## config.mk

```make
export PLATFORM = sky130hd
export DESIGN_NAME = pit_bus_ctrl_flat
export DESIGN_NICKNAME = d
export VERILOG_FILES = /design/src/rtl/pit_pkg.sv /design/src/rtl/pit_bus_if.sv /design/src/rtl/pit_cnt_port.sv /design/src/rtl/pit_bus_ctrl.sv /design/src/flat_wrapper.sv
export SDC_FILE = /design/constraint.sdc
export NUM_CORES = 1
export LEC_CHECK = 0
export ABC_AREA = 1
export CAP_MARGIN = 20
export CORE_ASPECT_RATIO = 1.4
export CORE_UTILIZATION = 50
export CTS_CLUSTER_DIAMETER = 80
export CTS_CLUSTER_SIZE = 20
export DETAILED_ROUTE_END_ITERATION = 16
export GPL_TIMING_DRIVEN = 1
export PLACE_DENSITY = 0.87
export SYNTH_ARGS = -nofsm -noshare
export SYNTH_HDL_FRONTEND = slang
export SYNTH_HIERARCHICAL = 1
export SYNTH_SLANG_ARGS = --single-unit
export TNS_END_PERCENT = 30
```

## constraint.sdc

```tcl
create_clock -name clk -period 3.7 [get_ports clk]
set_input_delay 0.37 -clock clk [delete_from_list [all_inputs] [get_ports clk]]
set_output_delay 0.37 -clock clk [all_outputs]
set_load 0.02 [all_outputs]
```

## src/rtl/pit_pkg.sv

```systemverilog
// Shared types and widths for the interval-timer bus controller.
package pit_pkg;

  localparam int unsigned NUM_CNT = 3;
  localparam int unsigned DW      = 8;
  localparam int unsigned CW      = 6;
  localparam int unsigned VW      = 16;

  localparam logic [1:0] ADDR_CTRL = 2'd3;

  typedef enum logic [1:0] {
    RW_LATCH = 2'b00,
    RW_LSB   = 2'b01,
    RW_MSB   = 2'b10,
    RW_WORD  = 2'b11
  } rw_t;

  typedef enum logic {
    P_LSB = 1'b0,
    P_MSB = 1'b1
  } byte_ptr_t;

  typedef struct packed {
    rw_t        rw;
    logic [2:0] mode;
    logic       bcd;
  } ctrl_word_t;

  function automatic byte_ptr_t flipPtr(byte_ptr_t p);
    return (p == P_LSB) ? P_MSB : P_LSB;
  endfunction

endpackage

```

## src/rtl/pit_bus_if.sv

```systemverilog
// CPU-side bus of the interval timer: select, strobes, address and data.
interface pit_bus_if;
  import pit_pkg::*;

  logic          cs_n;
  logic          wr_n;
  logic          rd_n;
  logic [1:0]    addr;
  logic [DW-1:0] din;
  logic [DW-1:0] dout;

  modport master (output cs_n, wr_n, rd_n, addr, din, input dout);
  modport slave  (input cs_n, wr_n, rd_n, addr, din, output dout);
endinterface

```

## src/rtl/pit_cnt_port.sv

```systemverilog
// Per-counter bus state: control word, write/read byte pointers and count latch.
module pit_cnt_port
  import pit_pkg::*;
(
  input  logic          clk,
  input  logic          rst_n,
  input  logic          ctrlWr,
  input  logic          latchCmd,
  input  logic          dataWr,
  input  logic          dataRd,
  input  logic [CW-1:0] ctrlIn,
  input  logic [VW-1:0] cntVal,
  output ctrl_word_t    ctrlWord,
  output logic          ctrlLoad,
  output logic          cntWr,
  output logic          cntHi_c,
  output logic [DW-1:0] rdByte_c
);

  byte_ptr_t     wPtr;
  byte_ptr_t     rPtr;
  logic [VW-1:0] latchReg;
  logic          latchValid;
  logic [VW-1:0] src_c;
  logic          lastRd_c;

  // Read source and the byte the current mode/pointer selects.
  always_comb begin
    src_c    = latchValid ? latchReg : cntVal;
    cntHi_c  = (ctrlWord.rw == RW_MSB) || ((ctrlWord.rw == RW_WORD) && (wPtr == P_MSB));
    rdByte_c = '0;
    lastRd_c = 1'b0;
    case (ctrlWord.rw)
      RW_LSB: begin
        rdByte_c = src_c[DW-1:0];
        lastRd_c = 1'b1;
      end
      RW_MSB: begin
        rdByte_c = src_c[VW-1:DW];
        lastRd_c = 1'b1;
      end
      RW_WORD: begin
        rdByte_c = (rPtr == P_MSB) ? src_c[VW-1:DW] : src_c[DW-1:0];
        lastRd_c = (rPtr == P_MSB);
      end
      default: begin
        rdByte_c = '0;
        lastRd_c = 1'b0;
      end
    endcase
  end

  // At most one decoded action reaches a port per cycle.
  always_ff @(posedge clk or negedge rst_n) begin
    if (!rst_n) begin
      ctrlWord   <= '0;
      ctrlLoad   <= 1'b0;
      cntWr      <= 1'b0;
      wPtr       <= P_LSB;
      rPtr       <= P_LSB;
      latchReg   <= '0;
      latchValid <= 1'b0;
    end else begin
      ctrlLoad <= 1'b0;
      cntWr    <= 1'b0;
      if (ctrlWr) begin
        ctrlWord   <= ctrl_word_t'(ctrlIn);
        ctrlLoad   <= 1'b1;
        wPtr       <= P_LSB;
        rPtr       <= P_LSB;
        latchValid <= 1'b0;
      end else if (latchCmd) begin
        if (!latchValid) begin
          latchReg   <= cntVal;
          latchValid <= 1'b1;
        end
      end else if (dataWr) begin
        if (ctrlWord.rw != RW_LATCH) cntWr <= 1'b1;
        if (ctrlWord.rw == RW_WORD) wPtr <= flipPtr(wPtr);
      end else if (dataRd) begin
        if (ctrlWord.rw == RW_WORD) rPtr <= flipPtr(rPtr);
        if (lastRd_c) latchValid <= 1'b0;
      end
    end
  end

endmodule

```

## src/rtl/pit_bus_ctrl.sv

```systemverilog
// Bus-side read/write controller for the three-counter interval timer:
// strobe edge detect, address decode, per-counter ports and read-data register.
module pit_bus_ctrl
  import pit_pkg::*;
(
  input  logic                   clk,
  input  logic                   rst_n,
  pit_bus_if.slave               bus,
  output logic [NUM_CNT*CW-1:0]  ctrl_word,
  output logic [NUM_CNT-1:0]     ctrl_load,
  output logic [DW-1:0]          cnt_byte,
  output logic [NUM_CNT-1:0]     cnt_wr,
  output logic                   cnt_hi,
  input  logic [NUM_CNT*VW-1:0]  cnt_val
);

  logic               wrPrev;
  logic               rdPrev;
  logic               wrEdge_c;
  logic               rdEdge_c;
  logic               isCtrl_c;
  logic [NUM_CNT-1:0] ctrlSel_c;
  logic [NUM_CNT-1:0] latchSel_c;
  logic [NUM_CNT-1:0] wrSel_c;
  logic [NUM_CNT-1:0] rdSel_c;
  logic [NUM_CNT-1:0] hiArr_c;
  logic [DW-1:0]      rdArr_c [NUM_CNT];
  ctrl_word_t         cwArr   [NUM_CNT];
  logic [DW-1:0]      rdMux_c;
  logic               hiMux_c;

  // One action per falling strobe; a write on the same cycle masks the read.
  assign wrEdge_c = !bus.wr_n && wrPrev && !bus.cs_n;
  assign rdEdge_c = !bus.rd_n && rdPrev && !bus.cs_n && !wrEdge_c;
  assign isCtrl_c = (bus.addr == ADDR_CTRL);

  always_comb begin
    ctrlSel_c  = '0;
    latchSel_c = '0;
    wrSel_c    = '0;
    rdSel_c    = '0;
    rdMux_c    = '0;
    hiMux_c    = 1'b0;
    for (int i = 0; i < NUM_CNT; i++) begin
      if (wrEdge_c && isCtrl_c && (bus.din[7:6] == 2'(i))) begin
        if (bus.din[5:4] == RW_LATCH) latchSel_c[i] = 1'b1;
        else                          ctrlSel_c[i]  = 1'b1;
      end
      if (bus.addr == 2'(i)) begin
        wrSel_c[i] = wrEdge_c;
        rdSel_c[i] = rdEdge_c;
        rdMux_c    = rdArr_c[i];
        hiMux_c    = hiArr_c[i];
      end
    end
  end

  for (genvar i = 0; i < NUM_CNT; i++) begin : gPort
    pit_cnt_port uPort (
      .clk      (clk),
      .rst_n    (rst_n),
      .ctrlWr   (ctrlSel_c[i]),
      .latchCmd (latchSel_c[i]),
      .dataWr   (wrSel_c[i]),
      .dataRd   (rdSel_c[i]),
      .ctrlIn   (bus.din[CW-1:0]),
      .cntVal   (cnt_val[i*VW +: VW]),
      .ctrlWord (cwArr[i]),
      .ctrlLoad (ctrl_load[i]),
      .cntWr    (cnt_wr[i]),
      .cntHi_c  (hiArr_c[i]),
      .rdByte_c (rdArr_c[i])
    );
    assign ctrl_word[i*CW +: CW] = cwArr[i];
  end

  // Strobe history, shared count byte/qualifier and registered read data.
  always_ff @(posedge clk or negedge rst_n) begin
    if (!rst_n) begin
      wrPrev   <= 1'b1;
      rdPrev   <= 1'b1;
      bus.dout <= '0;
      cnt_byte <= '0;
      cnt_hi   <= 1'b0;
    end else begin
      wrPrev <= bus.wr_n;
      rdPrev <= bus.rd_n;
      if (|wrSel_c) begin
        cnt_byte <= bus.din;
        cnt_hi   <= hiMux_c;
      end
      if (rdEdge_c) bus.dout <= isCtrl_c ? '0 : rdMux_c;
    end
  end

endmodule

```

## src/flat_wrapper.sv

```systemverilog
// flat-port wrapper written by rule: the top's interface ports become plain ports
module pit_bus_ctrl_flat import pit_pkg::*;
  (clk, rst_n, ctrl_word, ctrl_load, cnt_byte, cnt_wr, cnt_hi, cnt_val, bus_cs_n, bus_wr_n, bus_rd_n, bus_addr, bus_din, bus_dout);
  pit_bus_if bus_i ();
  input  logic clk;
  input  logic rst_n;
  output logic [NUM_CNT*CW-1:0] ctrl_word;
  output logic [NUM_CNT-1:0] ctrl_load;
  output logic [DW-1:0] cnt_byte;
  output logic [NUM_CNT-1:0] cnt_wr;
  output logic cnt_hi;
  input  logic [NUM_CNT*VW-1:0] cnt_val;
  input wire logic [$bits(bus_i.cs_n)-1:0] bus_cs_n;
  input wire logic [$bits(bus_i.wr_n)-1:0] bus_wr_n;
  input wire logic [$bits(bus_i.rd_n)-1:0] bus_rd_n;
  input wire logic [$bits(bus_i.addr)-1:0] bus_addr;
  input wire logic [$bits(bus_i.din)-1:0] bus_din;
  output wire logic [$bits(bus_i.dout)-1:0] bus_dout;
  assign bus_i.cs_n = bus_cs_n;
  assign bus_i.wr_n = bus_wr_n;
  assign bus_i.rd_n = bus_rd_n;
  assign bus_i.addr = bus_addr;
  assign bus_i.din = bus_din;
  assign bus_dout = bus_i.dout;
  pit_bus_ctrl u_core (.clk(clk), .rst_n(rst_n), .bus(bus_i), .ctrl_word(ctrl_word), .ctrl_load(ctrl_load), .cnt_byte(cnt_byte), .cnt_wr(cnt_wr), .cnt_hi(cnt_hi), .cnt_val(cnt_val));
endmodule
```

==> run_results.csv <==
group,metric,value,unit
cells_and_area,area_growth,23.1,%
critical_path,critPathCaptureType,"register",
yosys,synthMuxAreaShare,0,%
yosys,synth_xor_xnor_area_share,0,%
global_routing,grt_antenna_before_repair,0,
yosys,synth.top_cells.by_count,"nand2_1 (284), dfrtp_1 (98), nor2_1 (73), a31oi_1 (48), inv_1 (41)",
sta,worst_slew_pin_slew,0.683,ns
sta,fmax,407,MHz
sta,finalSetupViolCount,0,
global_routing,grt_overflow_total,0,
critical_path,worstPathRequired,3.95,ns
yosys,synth_area_per_cell,7.79,µm²
yosys,synthSimpleGateAreaFrac,35.4,%
die,dieArea,12000,µm²
yosys,async_reset_ff_share,100,%
yosys,synth_flop_cell,"dfrtp_1",
yosys,yosysSeqAreaShare,43.3,%
cts,clkLatencyLatePin,0.34,ns
critical_path,critPathKind,"primary input to register",
critical_path,reg2reg_to,"u_core/gPort[1].uPort/latchReg[8]",
die,pin_count,104,
cts,tritoncts,"built",
yosys,synth_compound_area_share,10.2,%
yosys,synth_edf_count,0,
pwr,power_density,506,nW/µm²
yosys,synth_top_area_share,42.4,%
routing,drtIter0Drc,322,
worst_hold_path,min_to,"u_core/rdPrev",
sta,hold_violations,0,
sta,relSlewSlack,54.4,%
yosys,synth_area_leaders,"dfrtp_1 (42%), nand2_1 (18%), a31oi_1 (5.2%)",
placed_design,portBuffers,103,
pwr,netSwitchingFraction,37.1,%
routing,detail_route.wl_per_cell,14.1,µm
yosys,synth_cell_types,28,
global_routing,grt_pass1_vias,5001,
sta,holdWs,0.465,ns
die,initial_core_util,51.3,%
global_routing,grt_pass1_wl,22.7,mm
cells_and_area,diodes,0,
critical_path,r2r_start,"u_core/wrPrev",
yosys,synth_largest_area_cell,"dfrtp_1",
yosys,synth_seq_cells,100,
outcome,outcome,"finished, final reports clean",
sta,setup-tns-final,0,ns
sta,fin_crit_sh,66.4,%
yosys,synth-warning-count,6,
pwr,power.leakage,3.54,nW
yosys,synth_top_family_by_area,"simple AND/OR/NAND/NOR gates",
cts,numCtsBuffers,9,
sta,fin_crit,2.46,ns
sta,skew,0.00789,ns
yosys,synth.most_common_cell,"nand2_1",
die,die_h,129,µm
routing,vias_per_cell,5.24,
pwr,p_int,2.27,mW
pwr,irDropWorstVdd,0.296,mV
placed_design,place_congestion,0.862,
worst_hold_path,hold_path.class,"primary input to register",
pwr,p_clk_share,26.5,%
cts,cts_htree_levels,3,
critical_path,reg2reg_depth,8,
routing,firstDrtPassIters,5,
global_routing,grt_max_degree,80,
die,die_w,93.0,µm
critical_path,path_max_fanout,33,
job,cap_violations,0,
yosys,synth_fp_nets,821,
yosys,synth_area,5790,µm²
cts,cts_root_buffer,"clkbuf_16",
pwr,combinationalPowerShare,34.7,%
routing,wl,13.9,mm
yosys,netlist_instances,743,
critical_path,r2r_setup_slack,1.58,ns
global_routing,track_usage,23.9,%
critical_path,arrival,2.71,ns
routing,ant_nets,0,
sta,slew_violations,0,
yosys,yosys.area_share.adder,3.24,%
routing,drcViolationCount,0,
pwr,seqPwrFrac,38.8,%
cells_and_area,fillers,977,
sta,rsz0062_at_grt,"false",
pwr,p_switching,1.34,mW
worst_hold_path,holdPathStages,1,
cts,clk_pin_slew,0.07,ns
cells_and_area,drive_above_1_share,12.8,%
die,num_rows,46,
cts,cts_sinks,100,
routing,vias,5161,
worst_hold_path,holdCritStartpoint,"bus_rd_n",
cts,clock_path_buffers,2,
die,core_area,11300,µm²
critical_path,critPathLaunchType,"primary input",
cells_and_area,fin_nets,914,
placed_design,post-dp-hpwl,10.1,mm
cts,cts_resized,0,
-- through the flow --
stage / setup WS, ns / utilization [%] / cell area [µm²] / cells / total power [mW]
final: 1.24 / 63.2 / 7130 / 985 / 3.61
after global routing: 1.08 / 63.2 / 7130 / 985 / 3.81
after CTS: 1.28 / 62.9 / 7090 / 983 / 3.62
after detailed placement: 0.984 / 60.2 / 6790 / 967 / 2.65
after global placement: 1.03 / 60.2 / 6790 / 967 / 2.62
after floorplan: 2.04 / - / 5790 / 743 / 2.31
-- power by group through the flow --
stage                     sequential [mW]  combinational (mW)  clock (mW)
after floorplan                      1.42               0.887           0
final                                1.40                1.25       0.957
after global placement               1.41                1.21           0
after CTS                            1.40                1.25       0.974
after global routing                 1.42                1.38        1.02
after detailed placement             1.42                1.24           0
-- state kept, by name, summed over array words and instances (netlist names), 3 cells and up --
| name | cells |
|---|---|
| u_core/gPort.uPort/latchReg | 48 |
| u_core/gPort.uPort/ctrlWord | 18 |
| u_core/bus.dout | 8 |
| u_core/cnt_byte | 8 |
| u_core/gPort.uPort/cntWr | 3 |
| u_core/gPort.uPort/ctrlLoad | 3 |
| u_core/gPort.uPort/latchValid | 3 |
| u_core/gPort.uPort/rPtr | 3 |
| u_core/gPort.uPort/wPtr | 3 |
-- final cells by class --
| type | instances | area, µm² | share of cell area, % |
|---|---|---|---|
| multi-input combinational | 562 | 2820 | 39.6 |
| sequential | 100 | 2500 | 35.1 |
| timing repair buffer | 110 | 1100 | 15.5 |
| clock buffer | 11 | 243 | 3.41 |
| inverter | 53 | 214 | 3.00 |
| tap | 144 | 180 | 2.53 |
| clock inverter | 5 | 60.1 | 0.843 |
-- cell usage in the layout, fill, tap and decap left out, types with 2 or more instances in the layout --
cell type,Yosys,layout
nand2_1,284,284
clkdlybuf4s50_1,0,102
dfrtp_1,98,98
nor2_1,73,73
a31oi_1,48,48
inv_1,41,41
nand3_1,38,38
nand2_2,26,26
nand2_4,21,21
o21ai_0,18,18
a21oi_2,16,16
ha_1,15,15
clkbuf_16,0,9
inv_2,9,9
a21oi_1,8,8
buf_4,6,6
clkinv_4,3,4
nor2_4,4,4
nand4_1,3,3
nor3_1,3,3
o21ai_2,2,2
dfstp_2,2,2
-- how the worst max path moves through the flow --
stage               cells past startpoint                                 end  slack [ns]          start
finish                                  9   u_core/gPort[1].uPort/latchReg[8]        1.24    bus_addr[1]
global route                           10          u_core/gPort[0].uPort/rPtr        1.08    bus_addr[1]
CTS                                     9   u_core/gPort[1].uPort/latchReg[8]        1.28    bus_addr[1]
detailed placement                      9  u_core/gPort[1].uPort/latchReg[15]        0.98    bus_addr[1]
global placement                        8  u_core/gPort[2].uPort/latchReg[13]        1.03    bus_addr[1]
floorplan                               9          u_core/gPort[0].uPort/rPtr        2.04  u_core/wrPrev
-- critical path: stages --
cell and delay (ns):
clkdlybuf4s50_1 0.78, nand2_1 0.20, inv_1 0.13, nand4_1 0.12
nor2_1 0.19, inv_2 0.09, nor2_4 0.52, nor2_1 0.11
a31oi_1 0.19
-- repair_timing --
item                      4_1_cts  5_1_grt
hold endpoints to repair        0       24
buffers inserted                0        0
hold buffers                    0        1
-- per-layer routing --
metal  vias up  track usage (%)  share of wire [%]  wire [µm]
li1       2554                -                  -          -
met1      2412             28.7                 40       5640
met2       167             42.6                 52       7290
met3        28             3.05                4.2        586
met4         0             10.7                2.9        403
met5         -                0                  0          0
-- cells by family (layout without fill, tap and decap cells) --
family	count (synthesis)	after routing
AND/OR/NAND/NOR	455	455
flip-flops	100	100
AO/OA/AOI/OAI	92	92
buffers and inverters	81	179
adder cells (fa/ha/maj)	15	15
(Power assumes the default switching activity.)
